$ cat src/rtl/instruction_fetch_aligner_pkg.sv
// Shared widths, FSM encoding and opcode helpers for the fetch aligner and the
// compressed-instruction expander.
package instruction_fetch_aligner_pkg;

   localparam int HW_W      = 16;
   localparam int BUF_DEPTH = 4;

   localparam logic [1:0] OPC_UNCOMPRESSED = 2'b11;

   typedef enum logic [1:0] {
      IDLE  = 2'd0,
      BUSY  = 2'd1,
      DRAIN = 2'd2
   } fetch_state_e;

   function automatic logic is_compressed(input logic [HW_W-1:0] hw);
      return hw[1:0] != OPC_UNCOMPRESSED;
   endfunction

endpackage

$ cat src/rtl/instruction_fetch_aligner_buffer.sv
// Four-entry halfword shift FIFO: pop 0/1/2 from the head, append 0/1/2 at the tail.
module halfword_buffer
   import instruction_fetch_aligner_pkg::*;
(
   input  logic              clk,
   input  logic              rst_n,
   input  logic              clear,
   input  logic [1:0]        push_cnt,
   input  logic [2*HW_W-1:0] push_data,
   input  logic [1:0]        pop_cnt,
   output logic [HW_W-1:0]   h0,
   output logic [HW_W-1:0]   h1,
   output logic [2:0]        count
);

   logic [HW_W-1:0] slots      [BUF_DEPTH];
   logic [HW_W-1:0] slots_next [BUF_DEPTH];
   logic [2:0]      base;
   logic [2:0]      count_next;
   logic [1:0]      src;

   // Survivors shift down by pop_cnt; new halfwords land right after them and
   // everything beyond the fill level is zeroed so an empty head reads as 0.
   always_comb begin
      base       = count - {1'b0, pop_cnt};
      count_next = base + {1'b0, push_cnt};
      src        = '0;
      for (int i = 0; i < BUF_DEPTH; i++) begin
         slots_next[i] = '0;
         src           = 2'(i) + pop_cnt;
         if (i < int'(base))
            slots_next[i] = slots[src];
         else if (i < int'(base) + int'(push_cnt))
            slots_next[i] = (i == int'(base)) ? push_data[HW_W-1:0]
                                               : push_data[2*HW_W-1:HW_W];
      end
   end

   always_ff @(posedge clk or negedge rst_n) begin
      if (!rst_n) begin
         count <= '0;
         for (int i = 0; i < BUF_DEPTH; i++) slots[i] <= '0;
      end else if (clear) begin
         count <= '0;
         for (int i = 0; i < BUF_DEPTH; i++) slots[i] <= '0;
      end else begin
         count <= count_next;
         for (int i = 0; i < BUF_DEPTH; i++) slots[i] <= slots_next[i];
      end
   end

   assign h0 = slots[0];
   assign h1 = slots[1];

endmodule

$ cat src/rtl/instruction_fetch_aligner.sv
// Fetch aligner: owns the fetch PC, keeps one word request in flight and
// presents whole 16/32-bit instructions to decode from a halfword buffer.
//
// state | meaning
// IDLE  | nothing outstanding; request when the buffer holds 2 or fewer halfwords
// BUSY  | one request outstanding; its response is appended to the buffer
// DRAIN | one stale request outstanding after a flush; its response is dropped
module instruction_fetch_aligner
   import instruction_fetch_aligner_pkg::*;
#(
   parameter logic [31:0] RESET_PC = 32'h0000_0000
) (
   input  logic        clk,
   input  logic        rst_n,
   input  logic        flush,
   input  logic [31:0] flushPc,
   output logic        fetchReqValid,
   input  logic        fetchReqReady,
   output logic [31:0] fetchReqAddr,
   input  logic        fetchRespValid,
   input  logic [31:0] fetchRespData,
   output logic        instValid,
   input  logic        instReady,
   output logic [31:0] instData,
   output logic [31:0] instPc,
   output logic        instIsCompressed
);

   fetch_state_e    state;
   fetch_state_e    state_next;
   logic [31:0]     fetch_pc;
   logic [31:0]     head_pc;
   logic            skip_low;
   logic [HW_W-1:0] h0;
   logic [HW_W-1:0] h1;
   logic [2:0]      count;
   logic            head_compressed;
   logic            req_fire;
   logic            consume;
   logic            resp_take;
   logic [1:0]      pop_cnt;
   logic [1:0]      push_cnt;
   logic [31:0]     push_data;

   assign head_compressed  = is_compressed(h0);
   assign instValid        = ((count >= 3'd1) && head_compressed) || (count >= 3'd2);
   assign instData         = head_compressed ? {16'h0, h0} : {h1, h0};
   assign instPc           = head_pc;
   assign instIsCompressed = head_compressed;

   assign fetchReqValid = (state == IDLE) && (count <= 3'd2) && !flush;
   assign fetchReqAddr  = fetch_pc;

   assign req_fire  = fetchReqValid && fetchReqReady;
   assign consume   = instValid && instReady && !flush;
   assign resp_take = (state == BUSY) && fetchRespValid && !flush;

   assign pop_cnt   = consume ? (head_compressed ? 2'd1 : 2'd2) : 2'd0;
   assign push_cnt  = resp_take ? (skip_low ? 2'd1 : 2'd2) : 2'd0;
   // A redirect into the upper halfword keeps only bits [31:16] of the first word.
   assign push_data = skip_low ? {16'h0, fetchRespData[31:16]} : fetchRespData;

   halfword_buffer u_buffer (
      .clk       (clk),
      .rst_n     (rst_n),
      .clear     (flush),
      .push_cnt  (push_cnt),
      .push_data (push_data),
      .pop_cnt   (pop_cnt),
      .h0        (h0),
      .h1        (h1),
      .count     (count)
   );

   always_comb begin
      state_next = state;
      if (flush) begin
         unique case (state)
            IDLE:    state_next = IDLE;
            BUSY:    state_next = fetchRespValid ? IDLE : DRAIN;
            DRAIN:   state_next = fetchRespValid ? IDLE : DRAIN;
            default: state_next = IDLE;
         endcase
      end else begin
         unique case (state)
            IDLE:    if (req_fire) state_next = BUSY;
            BUSY:    if (fetchRespValid) state_next = IDLE;
            DRAIN:   if (fetchRespValid) state_next = IDLE;
            default: state_next = IDLE;
         endcase
      end
   end

   always_ff @(posedge clk or negedge rst_n) begin
      if (!rst_n) begin
         state    <= IDLE;
         fetch_pc <= {RESET_PC[31:2], 2'b00};
         head_pc  <= {RESET_PC[31:1], 1'b0};
         skip_low <= RESET_PC[1];
      end else begin
         state <= state_next;
         if (flush) begin
            fetch_pc <= {flushPc[31:2], 2'b00};
            head_pc  <= {flushPc[31:1], 1'b0};
            skip_low <= flushPc[1];
         end else begin
            if (req_fire)
               fetch_pc <= fetch_pc + 32'd4;
            if (consume)
               head_pc <= head_pc + (head_compressed ? 32'd2 : 32'd4);
            if (resp_take && skip_low)
               skip_low <= 1'b0;
         end
      end
   end

endmodule

$ cat config.mk
export PLATFORM = sky130hd
export DESIGN_NAME = instruction_fetch_aligner
export DESIGN_NICKNAME = d
export VERILOG_FILES = /design/src/rtl/instruction_fetch_aligner_pkg.sv /design/src/rtl/instruction_fetch_aligner_buffer.sv /design/src/rtl/instruction_fetch_aligner.sv
export SDC_FILE = /design/constraint.sdc
export NUM_CORES = 1
export LEC_CHECK = 0
export ABC_AREA = 0
export CAP_MARGIN = 20
export CORE_MARGIN = 5
export CORE_UTILIZATION = 48
export CTS_CLUSTER_SIZE = 40
export DETAILED_ROUTE_END_ITERATION = 16
export GPL_TIMING_DRIVEN = 1
export HOLD_SLACK_MARGIN = 0.08
export PLACE_DENSITY = 0.78
export SLEW_MARGIN = 20
export SYNTH_ARGS = -nofsm -noshare
export SYNTH_HDL_FRONTEND = slang
export SYNTH_SLANG_ARGS = --single-unit
$ cat constraint.sdc
create_clock -name clk -period 3.4 [get_ports clk]
set_input_delay 0.68 -clock clk [delete_from_list [all_inputs] [get_ports clk]]
set_output_delay 0.68 -clock clk [all_outputs]
set_load 0.005 [all_outputs]
== After elaboration in Yosys (flattened, before gate mapping) ==
Index checks and enable logic that the tools add are counted.

* Register bits: 134
* Logic and storage cells: 107

* Add/sub/neg operators: 8
* Magnitude comparators: 15
* Eq/ne operators: 8
* Muxes and demuxes: 45
* Bitwise gates (word level): 4
* Reduce and logical (&&, ||, !) cells: 18

{| class="wikitable"
|+ Operators by type and width
! cell !! number
|-
| $mux 16 || 20
|-
| $mux 32 || 6
|-
| $bmux 16 s2 || 4
|-
| $lt 3x32->1 const A || 2
|-
| $mux 64 || 1
|-
| $add 32x3->32 || 1
|-
| $add 32x3->32 const B || 1
|-
| $lt 1x32->1 const A || 1
|-
| $lt 2x32->1 const A || 1
|-
| $mux 2 || 9
|-
| $ge 3x3->1 const B || 4
|-
| $not 2->3 || 4
|-
| $logic_and 1x1->1 || 9
|-
| $eq 3x3->1 const A || 2
|-
| $lt 1x3->1 const A || 2
|-
| $lt 2x3->1 const A || 2
|-
| $mux 3 || 2
|-
| $reduce_bool 2->1 || 3
|-
| $add 2x2->2 const A || 2
|-
| $add 3x2->4 || 1
|-
| $pmux 2 s2 || 1
|-
| $add 3x2->3 || 1
|-
| $eq 2x3->1 const A || 1
|-
| $ge 3x1->1 const B || 1
|-
| other kinds (16) || 17
|}

== Logic depth before layout (Yosys ltp) ==
* Word-level depth: 13
* Mapped depth: 15

== Cells and area by module ==
From an unflattened synthesis, not the netlist that was laid out.

* Cells, all modules: 986
* Area, all modules: 9112.5 um^2

{| class="wikitable"
|+ Modules (own cells, without submodules)
! module !! instances !! cells each !! area each (um^2)
|-
| halfword_buffer || 1 || 513 || 4847.1
|-
| instruction_fetch_aligner || 1 || 473 || 4265.3
|}

== Worst setup path after synthesis ==
Ideal clock, no wire load.

* Path kind: input -> register
* Start point: input port flush
* End point: register u_buffer.slots (netlist bit u_buffer.h0[11])
* Setup time: 0.138 ns
* Data arrival time: 3.499 ns
* Required time: 3.262 ns
* Path slack: -0.237 ns
* Stages: 12
* Path through: buf_2 inv_1 clkbuf_1 nand2_1 nor2_1 ha_1 fa_1 fa_1 nand2_1 o211ai_1 clkbuf_1 o22ai_1

* Cells in the longest elaborated chain, start to end: 9
* Elaborated cells on any way between the ends: 18

{| class="wikitable"
|+ Ends and longest elaborated chain
! item !! RTL line !! RTL
|-
| start: declaration || instruction_fetch_aligner.sv:15 || <nowiki>input logic flush,</nowiki>
|-
| $logic_not 1->1 || instruction_fetch_aligner.sv:55, instruction_fetch_aligner.sv:56 ||
|-
| $logic_and 1x1->1 || instruction_fetch_aligner.sv:55 || <nowiki>assign consume = instValid && instReady && !flush;</nowiki>
|-
| $mux 2 || instruction_fetch_aligner.sv:58 || <nowiki>assign pop_cnt = consume ? (head_compressed ? 2'd1 : 2'd2) : 2'd0;</nowiki>
|-
| $sub 3x2->3 / $not 2->3 (equally long branches) || instruction_fetch_aligner_buffer.sv:25, instruction_fetch_aligner_buffer.sv:32 ||
|-
| $add 3x2->4 (tied with other cells) || instruction_fetch_aligner_buffer.sv:33 || <nowiki>else if (i < int'(base) + int'(push_cnt))</nowiki>
|-
| $lt 1x32->1 (tied with other cells) || instruction_fetch_aligner_buffer.sv:33 ||
|-
| $mux 16, on equally long branches || instruction_fetch_aligner_buffer.sv:33, instruction_fetch_aligner_buffer.sv:32 ||
|-
| $mux 16 || instruction_fetch_aligner_buffer.sv:31 || <nowiki>if (i < int'(base))</nowiki>
|-
| $mux 64 * || instruction_fetch_aligner_buffer.sv:43 || <nowiki>end else if (clear) begin</nowiki>
|-
| end: declaration || instruction_fetch_aligner_buffer.sv:16 || <nowiki>logic [HW_W-1:0] slots [BUF_DEPTH];</nowiki>
|}

Every way passes the cells marked *; elsewhere a longest branch is shown, timed or not. The select of a mux whose other input is x is not followed.
A chain may end at the register's enable or synchronous reset.

== Final worst setup path ==
* Start point: register u_buffer.slots (netlist bit u_buffer.h0[0])
* End point: output port instIsCompressed

* Cells in the longest elaborated chain, start to end: 1

{| class="wikitable"
|+ Ends and longest elaborated chain
! item !! RTL line !! RTL
|-
| $ne 2x2->1 || instruction_fetch_aligner_pkg.sv:17 || <nowiki>return hw[1:0] != OPC_UNCOMPRESSED;</nowiki>
|-
| end: declaration || instruction_fetch_aligner.sv:26 || <nowiki>output logic instIsCompressed</nowiki>
|}

No other way between the ends.

==> results.cfg <==
[synthesis]
synth_area_um2 = 8750
synth_top_family_by_area = simple AND/OR/NAND/NOR gates
synth_compound_area_share_pct = 19.7
synth_top_cell_area_share_pct = 37.5
syn_inst = 1076
syn_avg_cell_area_um2 = 8.13
synth_commonest_cells = 193 x nand2_1, 131 x dfrtp_1, 85 x o21ai_0, 80 x nand3_1, 62 x clkbuf_1
yosysTopAreaCell = dfrtp_1
ys_ff_latch = 131
synth.distinct_cells = 63
yosysMostFrequentCell = nand2_1
synthTopCellsByArea = dfrtp_1 37%, nand2_1 8.3%, mux2i_1 5.7%
synth_warnings = 0
synth_adder_area_share_pct = 1.69
yosysSeqAreaShare_pct = 37.5
synth_ff_type = dfrtp_1
synth_edf_count = 0
muxShareOfSynthArea_pct = 7.26
yosys.area_share.simple_pct = 23.5
synthXorXnorAreaFrac_pct = 4.40
async_flop_share_pct = 100

[final_layout]
nets = 1298
diodes = 0
drive_gt1_share_pct = 10.3
area_growth_pct = 29.8
fin_util_pct = 63.3
layout.cells.non_filler = 1460
fin_area_um2 = 11400

[min_path]
worstHoldPathType = input port to async pin

[route]
initialDrtViolationCount = 857
viasPerCell = 6.26
drt-total-wl_um = 29200
num_vias = 9139
ant_nets = 0
routedWlPerCell_um = 20.0
drc_errors = 0
drt-pass1-iter-count = 6

[power_and_ir_drop]
p_leak_nw = 4.36
peakVddDrop_mv = 0.385
p_per_area_nw_per_um2 = 452

[timing]
slew_headroom_pct = 30.2
finalSetupViolCount = 0
worst_slew_pin_slew_ns = 1.05
fin_skew_ns = 0.0127
hold_violations = 0
report.final.slew_viol_count = 0
whs_ns = 0.266
period_share_pct = 94.4
period_minus_slack_ns = 3.21
rsz0062_at_grt = no
setup_slack_ns = 0.190
max_freq_ghz = 0.312

[die]
fp.dieH_um = 145
rows = 49
core_area_um2 = 18000
start_util_pct = 48.7
ioPinCount = 169
die_width_um = 145
die_area_um2 = 21000

[placed_design]
postPlaceCellArea_um2 = 10700
dp_hpwl_um = 19800
gp_congestion = 0.911
io_buffer_count = 164
dp.cells = 1428
post-place-ws_ns = -0.206

[clock_network]
cts_max_level = 4
clk_pin_slew_ns = 0.06
clkSinkCount = 131
hold_buffers = 0
numCtsBuffers = 17
postCtsSetupRepairBufs = 0
clk_latency_ns = 0.43
cts_tree = yes
clockBufferDepth = 2
cts-root-buf = clkbuf_16

[grt]
grt_max_degree = 98
grt_first_pass_wirelength_um = 46900
gr-total-overflow = 0
antenna_found_initial = 0
grt_pass1_vias = 8789
grt_usage_pct = 27.2

[critical_path]
cp_num_buf_inv = 3
critPathMaxStageDelay_ns = 0.61
worst-r2r-cell-count = 9
critPathLaunchType = flop
crit_fanout = 50
r2r_end = instPc[31]
worstPathCellList = and2_2 -> inv_2 -> buf_4 -> clkdlybuf4s50_1
path_class = flop to primary output
end_kind = primary output
r2r_slack_ns = 0.23
required_ns = 2.72
cp.depth = 4
crit_arrival_ns = 2.53
r2r-start = u_buffer.h0[0]
crit_family = buffers and inverters
slowest_stage = clkdlybuf4s50_1

[run]
cap_violations = 0

[run_status]
status = completed
## worst max-delay path by stage
stage	endpoint	slack, ns	start
floorplan	u_buffer.h0[3]	0.02	flush
global placement	u_buffer.h0[0]	-0.19	instReady
detailed placement	u_buffer.h0[0]	-0.21	instReady
CTS	instPc[31]	0.16	u_buffer.h0[0]
global route	instPc[31]	0.03	u_buffer.h0[0]
finish	instIsCompressed	0.19	u_buffer.h0[0]
## sequential cells by signal (all words and copies together), names as in the netlist
| name | count |
|---|---|
| fetchReqAddr | 30 |
| state | 2 |
| u_buffer.h0 | 16 |
| instPc | 31 |
| skip_low | 1 |
| u_buffer.count | 3 |
| u_buffer.slots | 32 |
| u_buffer.h1 | 16 |
## per-stage QoR
| step | TNS, ns | total power, W |
|---|---|---|
| after CTS | 0 | 0.00513 |
| after global placement | -5.14 | 0.00314 |
| after global routing | 0 | 0.00535 |
| after floorplan | 0 | 0.00253 |
| final | 0 | 0.00513 |
| after detailed placement | -6.16 | 0.00317 |
## layout by cell type, fill, tap and decap left out, types with 13 or more instances in the layout
cell | netlist | routed
nand4_1 | 17 | 17
nand3_1 | 80 | 79
a21oi_1 | 56 | 55
nor2_1 | 39 | 38
o211ai_1 | 13 | 13
xnor2_1 | 30 | 30
nand2_1 | 193 | 192
buf_4 | 19 | 50
clkbuf_16 | 0 | 17
xor2_1 | 14 | 14
and3_1 | 26 | 26
clkdlybuf4s50_1 | 0 | 162
inv_1 | 17 | 17
o22ai_1 | 59 | 59
dfrtp_1 | 131 | 130
a31oi_1 | 18 | 18
mux2i_1 | 50 | 50
o21ai_0 | 85 | 85
## kinds of logic after synthesis
| group | count (synthesis) |
|---|---|
| muxes | 62 |
| AOI/OAI and AO/OA | 285 |
| DFF | 131 |
| and+or+nand+nor | 427 |
| buffers and inverters | 116 |
| other | 1 |
| adders and majority gates | 10 |
| xor gates and xnor gates | 44 |
## layer usage
layer  track usage (%)  routed length (um)  up-vias
met5                 0                   0        -
met4              13.9                1330        0
met3              6.55                2720       99
met2              42.7               13700      539
met1              35.1               11400     4337
li1                  -                   -     4164
## timing repair
item | 4_1_cts | 5_1_grt
resized for setup | 0 | 1
endpoints found under the hold margin | 0 | 0
endpoints found under the setup margin | 0 | 1
## layout make-up
type | instances | area (um2)
fill | 1501 | 6600
clock inverter | 13 | 184
sequential | 131 | 3280
timing repair buffer | 219 | 2110
clock buffer | 19 | 433
tap | 229 | 287
multi-input combinational | 831 | 5000
inverter | 18 | 67.6
## where the power goes
part	internal [W]	switching, W
Clock	0.00123	0.000736
Sequential	0.00168	0.000164
Combinational	0.000633	0.000688
No activity file was read; power rests on OpenSTA's default activity.
